`config.mk`:
```
export PLATFORM = sky130hd
export DESIGN_NAME = serial_frame_receiver
export DESIGN_NICKNAME = d
export VERILOG_FILES = /design/src/rtl/serial_frame_receiver.sv
export SDC_FILE = /design/constraint.sdc
export NUM_CORES = 1
export LEC_CHECK = 0
export BUFFER_PORTS_ARGS = -buffer_cell sky130_fd_sc_hd__buf_2
export CORE_ASPECT_RATIO = 1.4
export CORE_MARGIN = 1.5
export CORE_UTILIZATION = 35
export DETAILED_ROUTE_END_ITERATION = 16
export PLACE_DENSITY = 0.63
export SKIP_LAST_GASP = 1
export SYNTH_ARGS = -nofsm -noshare
export SYNTH_HDL_FRONTEND = slang
export SYNTH_SLANG_ARGS = --single-unit
```
`constraint.sdc`:
```
create_clock -name LINK_CLK -period 2.2 [get_ports LINK_CLK]
set_input_delay 0.33 -clock LINK_CLK [delete_from_list [all_inputs] [get_ports LINK_CLK]]
set_output_delay 0.33 -clock LINK_CLK [all_outputs]
set_load 0.02 [all_outputs]
```
`src/rtl/serial_frame_receiver.sv`:
```
// Serial frame receiver: shifts S_IN into WORD_W-bit frames delimited by SYNC and queues good words in a FWFT FIFO.
// Optional parity checking (extra even-parity bit per frame) is compiled in with `define SERIAL_FRAME_PARITY_EN.
module serial_frame_receiver #(
    parameter int WORD_W     = 16,
    parameter int FIFO_DEPTH = 4,
    parameter int MSB_FIRST  = 1
) (
    input  logic                                LINK_CLK,
    input  logic                                RESET,
    input  logic                                S_IN,
    input  logic                                SYNC,
    output logic [WORD_W-1:0]                   OUT_DATA,
    output logic                                OUT_VALID,
    input  logic                                OUT_READY,
    output logic [$clog2(FIFO_DEPTH+1)-1:0]     FIFO_LEVEL,
    output logic                                FRAME_ERR,
    output logic                                PAR_ERR,
    output logic                                OVERFLOW,
    input  logic                                CLR_OVF
);

`ifdef SERIAL_FRAME_PARITY_EN
    localparam int PAR_BITS = 1;
`else
    localparam int PAR_BITS = 0;
`endif

    localparam int F     = WORD_W + PAR_BITS;
    localparam int CNT_W = $clog2(F + 1);
    localparam int PTR_W = $clog2(FIFO_DEPTH);
    localparam int LVL_W = $clog2(FIFO_DEPTH + 1);

    localparam logic [CNT_W-1:0] CNT_SAT  = CNT_W'(F);
    localparam logic [CNT_W-1:0] CNT_LAST = CNT_W'(F - 1);
    localparam logic [LVL_W-1:0] LVL_FULL = LVL_W'(FIFO_DEPTH);

    logic [WORD_W-1:0] shift_q, shift_d;
    logic [CNT_W-1:0]  cnt_q, cnt_d;
    logic [PTR_W-1:0]  wr_ptr_q, wr_ptr_d;
    logic [PTR_W-1:0]  rd_ptr_q, rd_ptr_d;
    logic [LVL_W-1:0]  level_q, level_d;
    logic              frame_err_q, frame_err_d;
    logic              par_err_q, par_err_d;
    logic              ovf_q, ovf_d;
    logic [WORD_W-1:0] mem_q [FIFO_DEPTH];
    logic [WORD_W-1:0] mem_d [FIFO_DEPTH];

    logic [WORD_W-1:0] shift_nx;
    logic [WORD_W-1:0] word;
    logic              par_bad;
    logic              len_ok;
    logic              good;
    logic              pop;
    logic              full;
    logic              ovf_set;
    logic              wr_en;

    // NOTE: every signal written here gets a default first so no path leaves it unassigned (no latch).
    always_comb begin
        shift_nx = shift_q;
        word     = '0;
        par_bad  = 1'b0;

        if (MSB_FIRST != 0) begin
            shift_nx = {shift_q[WORD_W-2:0], S_IN};
        end else begin
            shift_nx = {S_IN, shift_q[WORD_W-1:1]};
        end

`ifdef SERIAL_FRAME_PARITY_EN
        // The SYNC bit is the parity bit, so the payload is what was already shifted in.
        word    = shift_q;
        par_bad = (^shift_q) ^ S_IN;
`else
        word    = shift_nx;
        par_bad = 1'b0;
`endif

        shift_d = shift_nx;
        len_ok  = (cnt_q == CNT_LAST);
        good    = SYNC && len_ok && !par_bad;

        if (SYNC) begin
            cnt_d = '0;
        end else if (cnt_q == CNT_SAT) begin
            cnt_d = cnt_q;
        end else begin
            cnt_d = cnt_q + CNT_W'(1);
        end

        frame_err_d = SYNC && !len_ok;
        par_err_d   = SYNC && len_ok && par_bad;

        pop     = (level_q != '0) && OUT_READY;
        full    = (level_q == LVL_FULL);
        ovf_set = good && full && !pop;
        wr_en   = good && !ovf_set;

        mem_d = mem_q;
        if (wr_en) begin
            mem_d[wr_ptr_q] = word;
        end

        wr_ptr_d = wr_en ? wr_ptr_q + PTR_W'(1) : wr_ptr_q;
        rd_ptr_d = pop   ? rd_ptr_q + PTR_W'(1) : rd_ptr_q;

        case ({wr_en, pop})
            2'b10:   level_d = level_q + LVL_W'(1);
            2'b01:   level_d = level_q - LVL_W'(1);
            default: level_d = level_q;
        endcase

        // A drop in the same cycle as a clear leaves the flag set.
        if (ovf_set) begin
            ovf_d = 1'b1;
        end else if (CLR_OVF) begin
            ovf_d = 1'b0;
        end else begin
            ovf_d = ovf_q;
        end
    end

    always_ff @(posedge LINK_CLK) begin
        if (RESET) begin
            shift_q     <= '0;
            cnt_q       <= '0;
            wr_ptr_q    <= '0;
            rd_ptr_q    <= '0;
            level_q     <= '0;
            frame_err_q <= 1'b0;
            par_err_q   <= 1'b0;
            ovf_q       <= 1'b0;
        end else begin
            shift_q     <= shift_d;
            cnt_q       <= cnt_d;
            wr_ptr_q    <= wr_ptr_d;
            rd_ptr_q    <= rd_ptr_d;
            level_q     <= level_d;
            frame_err_q <= frame_err_d;
            par_err_q   <= par_err_d;
            ovf_q       <= ovf_d;
        end
    end

    // NOTE: FIFO storage is deliberately not reset; OUT_DATA is gated by OUT_VALID so stale entries never show.
    always_ff @(posedge LINK_CLK) begin
        mem_q <= mem_d;
    end

    assign OUT_VALID  = (level_q != '0);
    assign OUT_DATA   = OUT_VALID ? mem_q[rd_ptr_q] : '0;
    assign FIFO_LEVEL = level_q;
    assign FRAME_ERR  = frame_err_q;
    assign PAR_ERR    = par_err_q;
    assign OVERFLOW   = ovf_q;

endmodule

```
## Word-level counts from Yosys, hierarchy flattened

Index checks and enable logic that the tools add are counted.

- Mux-type cells: 10
- Bitwise logic cells: 2
- Equal/unequal tests: 5
- Order comparisons: 3
- $add $sub $neg: 5
- Reduce and logical (&&, ||, !) cells: 14

Operator list:

| operator | number |
|---|---|
| $bwmux W64 | 1 |
| $mux W16 | 4 |
| $bmux W16 S2 | 1 |
| $demux W16 S2 | 1 |
| $logic_and A1 B1 Y1 | 7 |
| $ge A3 B3 Y1 const B | 2 |
| $not A2 Y3 | 2 |
| $pmux W3 S2 | 1 |
| $add A5 B1 Y5 const B | 1 |
| $eq A5 B4 Y1 const B | 1 |
| $eq A5 B5 Y1 const B | 1 |
| $add A2 B1 Y2 const B | 2 |
| $reduce_bool A2 Y1 | 2 |
| $add A3 B1 Y3 const B | 1 |
| $eq A3 B3 Y1 const B | 1 |
| $logic_not A1 Y1 | 3 |
| $lt A3 B1 Y1 const B | 1 |
| $reduce_bool A3 Y1 | 1 |
| $sub A3 B1 Y3 const B | 1 |
| $eq A2 B1 Y1 const B | 1 |
| $eq A2 B2 Y1 const B | 1 |
| $mux W1 | 2 |
| $reduce_or A2 Y1 | 1 |

- Output and inout bits: 23
- Bits of input ports: 6
- Bits in registers: 93
- Word-level logic and storage cells: 50

## Longest topological paths before layout

Gate-level depths: netlist of run 1.

- Depth after elaboration: 8
- Mapped depth: 12
- Gate-level depth less buffers: 12

## Worst setup path after synthesis of run 1

OpenSTA, ideal clock, no wires.

- Path type: register -> register
- Start point: register cnt_q[0]
- End point: register level_q[2], in the netlist FIFO_LEVEL[2]
- Required time: 2.129 ns
- Stages on the path, launching flop included: 13
- Setup slack: -0.086 ns
- Library setup time: 0.071 ns
- Clock period less this slack: 2.286 ns
- Arrival time: 2.216 ns
- Buffers on the path: 0
- Cells stage by stage: dfxtp_1 -> ha_1 -> and3_1 -> ha_1 -> nand2_1 -> nor2_2 -> inv_1 -> ha_1 -> inv_1 -> fa_1 -> xor2_1 -> or3_1 -> a21oi_1

- Word-level cells in the longest chain between the ends: 8
- Elaborated cells between the ends (all ways): 10
- Those cells by class: eq/ne (3); mux (1); reduce/logical (6)

RTL lines:

| item | line | source |
|---|---|---|
| from (decl) | 38 | `logic [CNT_W-1:0] cnt_q, cnt_d;` |
| from (signal assigned) | 135 | `cnt_q <= cnt_d;` |
| $eq A5 B4 Y1 * | 80 | `len_ok = (cnt_q == CNT_LAST);` |
| $logic_and A1 B1 Y1 * | -- |  |
| $logic_and A1 B1 Y1 (2 in a row) | 96 | `ovf_set = good && full && !pop;` |
| $logic_not A1 Y1 | 97 | `wr_en = good && !ovf_set;` |
| $logic_and A1 B1 Y1 * | 97 |  |
| $eq A2 B1 Y1 or $eq A2 B2 Y1 (tied branches) | 107 | `case ({wr_en, pop})` |
| $pmux W3 S2 or $reduce_bool A2 Y1 (tied branches) | -- |  |
| to (signal assigned) | 138 | `level_q <= level_d;` |
| to (decl) | 41 | `logic [LVL_W-1:0] level_q, level_d;` |

Every way passes the cells marked *; elsewhere a longest branch is shown, timed or not.
A chain may end at the register's enable or synchronous reset.

## Worst setup path after layout of run 1

Ends and elaborated chain as after synthesis.

==> metrics.md, run 1 <==
| Metric | Value |
|---|---|
| Syn Inst Count | `around 220` |
| Iteration-0 DRC count of the detailed router | `just over 100` |
| Critical path arrival | `roughly 2.5 ns` |
| Outcome | `complete, no violations` |
| Pwr dens | `between 700 and 800 mW/mm^2` |
| Share of cells above drive strength 1 | `0.3026` |
| RSZ-0062 raised after global routing | `yes` |
| Static leakage power | `~1.6 nW` |
| Synth area leaders | `edfxtp_1, dfxtp_1, mux4_1` |
| Final global-route overflow total | `0` |
| FMAX | `between 400 and 500 MHz` |
| Global-route wire length before repair | `between 9000 and 10000 um` |
| Syn_nets | `233` |
| # setup viols final | `0` |
| Worst Slack Setup Final | `0.003796 ns` |
| Initial Util | `0.3648` |
| Syn Std Cell Area | `~0.0037 mm^2` |
| Max-cap violations | `0` |
| Largest net degree at the start of global routing | `31` |
| Most frequent cells in the layout | `edfxtp_1, nor2b_1, dfxtp_1, buf_2, buf_4` |
| WL final | `5842 um` |
| Crit start category | `flip-flop` |
| Max VDD drop | `0.4358 mV` |
| Main synth FF type | `edfxtp_1` |
| Syn_area_per_cell | `approximately 17 um^2` |
| Port Buffer Count | `27` |
| Post-synth top area cell | `edfxtp_1` |
| Gr busiest metal | `met2` |
| DR pass1 iterations | `4` |
| H-tree depth | `3` |
| Final worst-path cycle share | `0.9983` |
| Setup crit end kind | `flip-flop` |
| Fin crit period | `2.196 ns` |
| Yosys cell types | `36` |
| DRC Markers | `0` |
| Layout Skew | `around 0.0066 ns` |
| Met2 usage | `0.2039` |
| Routed via count | `between 1500 and 2000` |
| Synth warnings | `0` |
| Clk buf depth | `2` |
| Routed length per instance | `around 14 um` |
| Setup CP Type | `reg -> reg` |
| Slew margin rel. | `0.6135` |
| CTS tree | `yes` |
| Antenna Cells | `0` |
| Tightest Pin Transition | `just under 0.6 ns` |
| Die area | `around 0.011 mm^2` |
| Design Area, Final | `0.004402 mm^2` |
| DR vias/cell | `~4.6` |
| NumNets Final | `approximately 280` |
| Async set or reset register ratio after synthesis | `0` |
| Pre-CTS WS | `-0.02668 ns` |
| Post-DP Area | `~0.004 mm^2` |
| Sequential cell area fraction in the yosys report | `0.6854` |
| Dpl hpwl | `around 3600 um` |
| GR Layer Usage met3 | `0.02452` |
| Met1 GRT Util | `0.1325` |
| Yosys top cell area share | `0.5264` |
| Clk_lat worst skew | `between 0.3 and 0.4 ns` |
| Placer's final routability congestion estimate | `approximately 0.7` |
| Layout area overhead | `20.56%` |
| Commonest non-fill, non-tap cell in the layout | `edfxtp_1` |
| Core Region | `about 0.010 mm^2` |
| Seq cells post-synth | `93` |
| Final hold violations | `0` |
| Crit-path max FO | `2` |
| Clock slew at reported path FFs | `about 0.060 ns` |
| I/O Pins | `29` |
| Num CTS Buffers | `9` |
| EDFF count, synth | `64` |
| Slew Viols, Final | `0` |
| Sink Count | `93` |
| CP Data Required Time | `between 2 and 2.5 ns` |
| Worst Hold Class | `in -> reg` |
| FILL cells | `between 900 and 1000` |
| FP Rows | `between 40 and 50` |
| Post-CTS Hold Fix Bufs | `0` |
| Die X-Extent | `a little under 90 um` |
| ANT nets after route | `0` |
| Total global routing track utilization | `0.1185` |
| Vias in the first global route | `approximately 1900` |
| Initial antenna violation count | `0` |
| Die height | `approximately 120 um` |
| CTS root buf | `clkbuf_16` |
-- where the power goes --
group	internal [W]	leakage, nW	total (W)	switching (W)
sequential	0.00186	0.850	0.00186	0.00000460
clock	0.000824	0.137	0.00139	0.000568
combinational	0.0000127	0.615	0.0000351	0.0000224
total	0.00269	1.60	0.00329	0.000595
-- cells in the mapped netlist (3+ instances only) --
cell type	instances
a21oi_1	3
and2_1	4
buf_2	3
clkbuf_1	3
dfxtp_1	29
edfxtp_1	64
ha_1	8
inv_1	12
mux4_1	8
mux4_2	8
nor2_1	9
nor2b_1	30
nor3_1	3
or3_1	3
xor2_1	4
-- registers in the layout (all words and copies together) (netlist names) --
name        flops
cnt_q           5
OVERFLOW        1
wr_ptr_q        2
rd_ptr_q        2
FRAME_ERR       1
mem_q          64
shift_q        15
FIFO_LEVEL      3
-- timing repair --
item | 4_1_cts | 5_1_grt
resized for setup | 4 | 0
buffers inserted | 5 | 0
pin swaps | 2 | 0
setup endpoints to repair | 4 | 1
-- layer usage --
metal	vias up	wire length [um]
met5	-	0
met4	0	149
met3	10	186
met2	29	3085
met1	925	2421
li1	894	-
-- path summary, 6_finish.rpt --
check                    startpoint                         end  cells after the start  slack, ns
min reg2reg  shift_q[14]$_SDFF_PP0_         mem_q[31]$_DFFE_PP_                      0       0.47
max           cnt_q[0]$_SDFFE_PP0P_  FIFO_LEVEL[2]$_SDFFE_PP0P_                     12      0.004
min                            S_IN         mem_q[16]$_DFFE_PP_                      1       0.24
max reg2reg   cnt_q[0]$_SDFFE_PP0P_  FIFO_LEVEL[2]$_SDFFE_PP0P_                     12      0.004
-- cells by family (layout without fill, tap and decap cells) --
group,after synthesis,in the layout,share of synthesized area
other,1,1,0.001027
adder cells (fa/ha/maj),9,9,0.03290
AO/OA/AOI/OAI,7,7,0.01131
multiplexers,19,19,0.1155
buffers and inverters,21,74,0.03016
XOR/XNOR,6,6,0.01439
flip-flops,93,93,0.6854
AND/OR/NAND/NOR,62,62,0.1093
-- through the flow --
stage	utilization	cells	hold WS, ns	total power, W	TNS [ns]
2_1_floorplan	-	218	0.4074	0.001918	0
3_3_place_gp	0.4065	385	0.4515	0.001930	0
3_5_place_dp	0.4065	385	0.4655	0.001932	-0.02668
4_1_cts	0.4399	406	0.2278	0.003321	-0.005375
5_1_grt	0.4399	406	0.2297	0.003388	-0.1232
6_report	0.4399	406	0.2372	0.003288	0
-- critical path: stages, from the launching register on --
cell,delay (ns)
dfxtp_2,0.32
ha_2,0.18
and3_4,0.17
ha_2,0.18
nand2_2,0.07
nor2_2,0.04
inv_1,0.06
ha_2,0.16
inv_1,0.05
fa_2,0.33
xor2_1,0.15
or3_1,0.30
a21oi_1,0.11
-- cell type report --
| class | count | area [um^2] | share of cell area |
|---|---|---|---|
| Sequential cell | 93 | 2505 | 0.5691 |
| Inverter | 12 | 45.04 | 0.01023 |
| Multi-Input combinational cell | 104 | 1056 | 0.2399 |
| Clock buffer | 14 | 264.0 | 0.05998 |
| Tap cell | 135 | 168.9 | 0.03837 |
| Timing Repair Buffer | 46 | 352.8 | 0.08016 |
| Clock inverter | 2 | 10.01 | 0.002274 |
No activity file was read; power rests on OpenSTA's default activity.
==> inputs of run 2 (changes only) <==
MAX_ROUTING_LAYER = met4   (was unset)
SETUP_SLACK_MARGIN = 0.3   (was unset)
==> metrics.md, run 2 (synthesized netlist as in run 1, its figures left out) <==
| Metric | Value |
|---|---|
| Total global routing track utilization | `0.1306 (+0.01209)` |
| Regs by FF count | `mem_q (64), shift_q (15), cnt_q (5)` |
| Hold path cells | `1 (unchanged)` |
| Hold path start | `S_IN` |
| DR vias/cell | `4.568 (-0.18%)` |
| Sink Count | `93 (unchanged)` |
| CTS tree | `yes` |
| Tightest Pin Transition | `0.5806 ns (+0.0008501 ns)` |
| Pint | `0.002867 W (+6.4%)` |
| Final worst-path cycle share | `0.9679 (-0.03040)` |
| FMAX | `469.6 MHz (+3.1%)` |
| Setup crit end kind | `flip-flop` |
| Clk buf depth | `2 (unchanged)` |
| Switch Pwr | `0.0006535 W (+9.9%)` |
| FF+latch area | `0.002514 mm^2 (+0.35%)` |
| Hold Path Sink | `mem_q[32]$_DFFE_PP_` |
| Worst r2r src | `cnt_q[1]$_SDFFE_PP0P_` |
| Initial antenna violation count | `0 (unchanged)` |
| Port Buffer Count | `27 (unchanged)` |
| Pwr dens | `748.1 mW/mm^2 (+0.15%)` |
| DRC Markers | `0 (unchanged)` |
| Most frequent cells in the layout | `edfxtp_1, dfxtp_1, buf_4` |
| Routed length per instance | `15.90 um (+10%)` |
| Logic gate share of total power | `0.010 (about the same)` |
| Slew margin rel. | `0.6129 (about the same)` |
| # setup viols final | `0 (unchanged)` |
| Slew Viols, Final | `0 (unchanged)` |
| Clk_lat worst skew | `0.34 ns (about the same)` |
| Routed via count | `1882 (+1.3%)` |
| Placer's final routability congestion estimate | `0.6793 (-2.1%)` |
| Multi-input gate area | `0.001165 mm^2 (+10%)` |
| Final hold violations | `0 (unchanged)` |
| Flop-to-flop setup slack | `0.07 ns (+0.07 ns)` |
| DR pass1 iterations | `4 (unchanged)` |
| WP buf/inv | `2 (unchanged)` |
| Iteration-0 DRC count of the detailed router | `131 (+28%)` |
| Sequential power share | `0.528 (-0.038)` |
| Post-DP Area | `0.004075 mm^2 (+0.18%)` |
| R2r endpoint | `FIFO_LEVEL[2]$_SDFFE_PP0P_` |
| Core Region | `0.01001 mm^2 (unchanged)` |
| Global-route wire length before repair | `10010 um (+7.5%)` |
| Outcome | `complete, no violations` |
| Critical path arrival | `2.41 ns (-0.05 ns)` |
| Largest net degree at the start of global routing | `31 (unchanged)` |
| Clock slew at reported path FFs | `0.06 ns (about the same)` |
| Hold slack final | `0.2302 ns (-0.007076 ns)` |
| Crit start category | `flip-flop` |
| Die X-Extent | `89.32 um (unchanged)` |
| Initial Util | `0.3648 (unchanged)` |
| FILL cells | `887 (-4.0%)` |
| NumNets Final | `287 (+2.1%)` |
| Switching portion of total power | `0.1856 (+0.004799)` |
| Layout Skew | `0.005546 ns (-0.001057 ns)` |
| Num CTS Buffers | `9 (unchanged)` |
| Dpl hpwl | `3847 um (+7.2%)` |
| Max-cap violations | `0 (unchanged)` |
| Crit path cell chain | `ha_4 > and3_4 > ha_4 > nand2_4 > nor2_4 > inv_2 > ha_4 > inv_2 > fa_2 > xor2_1 > or3_1 > a21oi_2` |
| Static leakage power | `1.704 nW (+6.4%)` |
| Max VDD drop | `0.5328 mV (+22%)` |
| Setup CP Type | `reg -> reg` |
| Die area | `0.01106 mm^2 (unchanged)` |
| Final global-route overflow total | `0 (unchanged)` |
| FP Rows | `43 (unchanged)` |
| Post-CTS Hold Fix Bufs | `0 (unchanged)` |
| Vias in the first global route | `1897 (+1.8%)` |
| R2R cell count | `12 (unchanged)` |
| CTS root buf | `clkbuf_16` |
| Most frequent CP cell | `ha_4` |
| Share of cells above drive strength 1 | `0.4260 (+0.1234)` |
| CP peak stage delay | `0.35 ns (+0.02 ns)` |
| ANT nets after route | `0 (unchanged)` |
| Layout area overhead | `28.89%` |
| Antenna Cells | `0 (unchanged)` |
| WL final | `6549 um (+12%)` |
| H-tree depth | `3 (unchanged)` |
| Commonest non-fill, non-tap cell in the layout | `edfxtp_1` |
| RSZ-0062 raised after global routing | `yes` |
| Top reg by flops | `mem_q` |
| Die height | `123.8 um (unchanged)` |
| Clk pwr share | `0.462 (+0.039)` |
| Crit-path max FO | `2 (unchanged)` |
| I/O Pins | `29 (unchanged)` |
| CP max-delay cell | `dfxtp_4` |
| Cell family contributing the most delay on the critical path | `adder cells` |
| Max reg flops | `64 (unchanged)` |
| Fin crit period | `2.129 ns (-0.06688 ns)` |
| CP Data Required Time | `2.48 ns (+0.02 ns)` |
| Design Area, Final | `0.004706 mm^2 (+6.9%)` |
| Worst Hold Class | `in -> reg` |
==> run 2: timing repair <==
item | CTS | global route
gates resized for setup | 40 | 38
buffers inserted | 4 | 1
cloned | 1 | 2
setup endpoints to repair | 18 | 31
pin swaps | 4 | 3
==> run 2: per-layer routing <==
layer	share of wire	up-vias	track usage
li1	-	891	-
met1	0.41	935	0.1578
met2	0.53	44	0.2072
met3	0.044	12	0.02584
met4	0.018	0	0.06635
met5	0	-	-
==> run 2: worst max path at each step <==
stage | cells after the start | startpoint | to
2_1_floorplan | 12 | cnt_q[1]$_SDFFE_PP0P_ | FIFO_LEVEL[2]$_SDFFE_PP0P_
3_3_place_gp | 12 | cnt_q[1]$_SDFFE_PP0P_ | FIFO_LEVEL[2]$_SDFFE_PP0P_
3_5_place_dp | 12 | cnt_q[1]$_SDFFE_PP0P_ | FIFO_LEVEL[2]$_SDFFE_PP0P_
4_1_cts | 12 | cnt_q[1]$_SDFFE_PP0P_ | FIFO_LEVEL[2]$_SDFFE_PP0P_
5_1_grt | 12 | cnt_q[1]$_SDFFE_PP0P_ | FIFO_LEVEL[2]$_SDFFE_PP0P_
6_report | 12 | cnt_q[1]$_SDFFE_PP0P_ | FIFO_LEVEL[2]$_SDFFE_PP0P_
==> run 2: layout make-up <==
| type | instances | share of cell area |
|---|---|---|
| Clock buffer | 13 | 0.06674 |
| Clock inverter | 3 | 0.003988 |
| Inverter | 12 | 0.009572 |
| Multi-Input combinational cell | 104 | 0.2475 |
| Tap cell | 135 | 0.03589 |
| Timing Repair Buffer | 52 | 0.1021 |
| Sequential cell | 93 | 0.5342 |
==> run 2: per-stage QoR <==
stage               setup TNS [ns]  power (W)    util  std cells  worst slack, ns
finish                           0   0.003520  0.4702        412          0.07068
CTS                              0   0.003543  0.4536        409          0.04243
global placement                 0   0.001931  0.4072        388          0.02509
floorplan                        0   0.001919       -        218          0.03567
global route              -0.01636   0.003627  0.4702        412         -0.01636
detailed placement        -0.02521   0.001933  0.4072        388         -0.02521
==> run 2: power groups by stage <==
stage                     registers, W  clock network (W)   logic, W
after floorplan                0.00190                  0  0.0000191
after global placement         0.00190                  0  0.0000314
after detailed placement       0.00190                  0  0.0000326
after CTS                      0.00186            0.00165  0.0000345
after global routing           0.00186            0.00173  0.0000385
final                          0.00186            0.00163  0.0000342
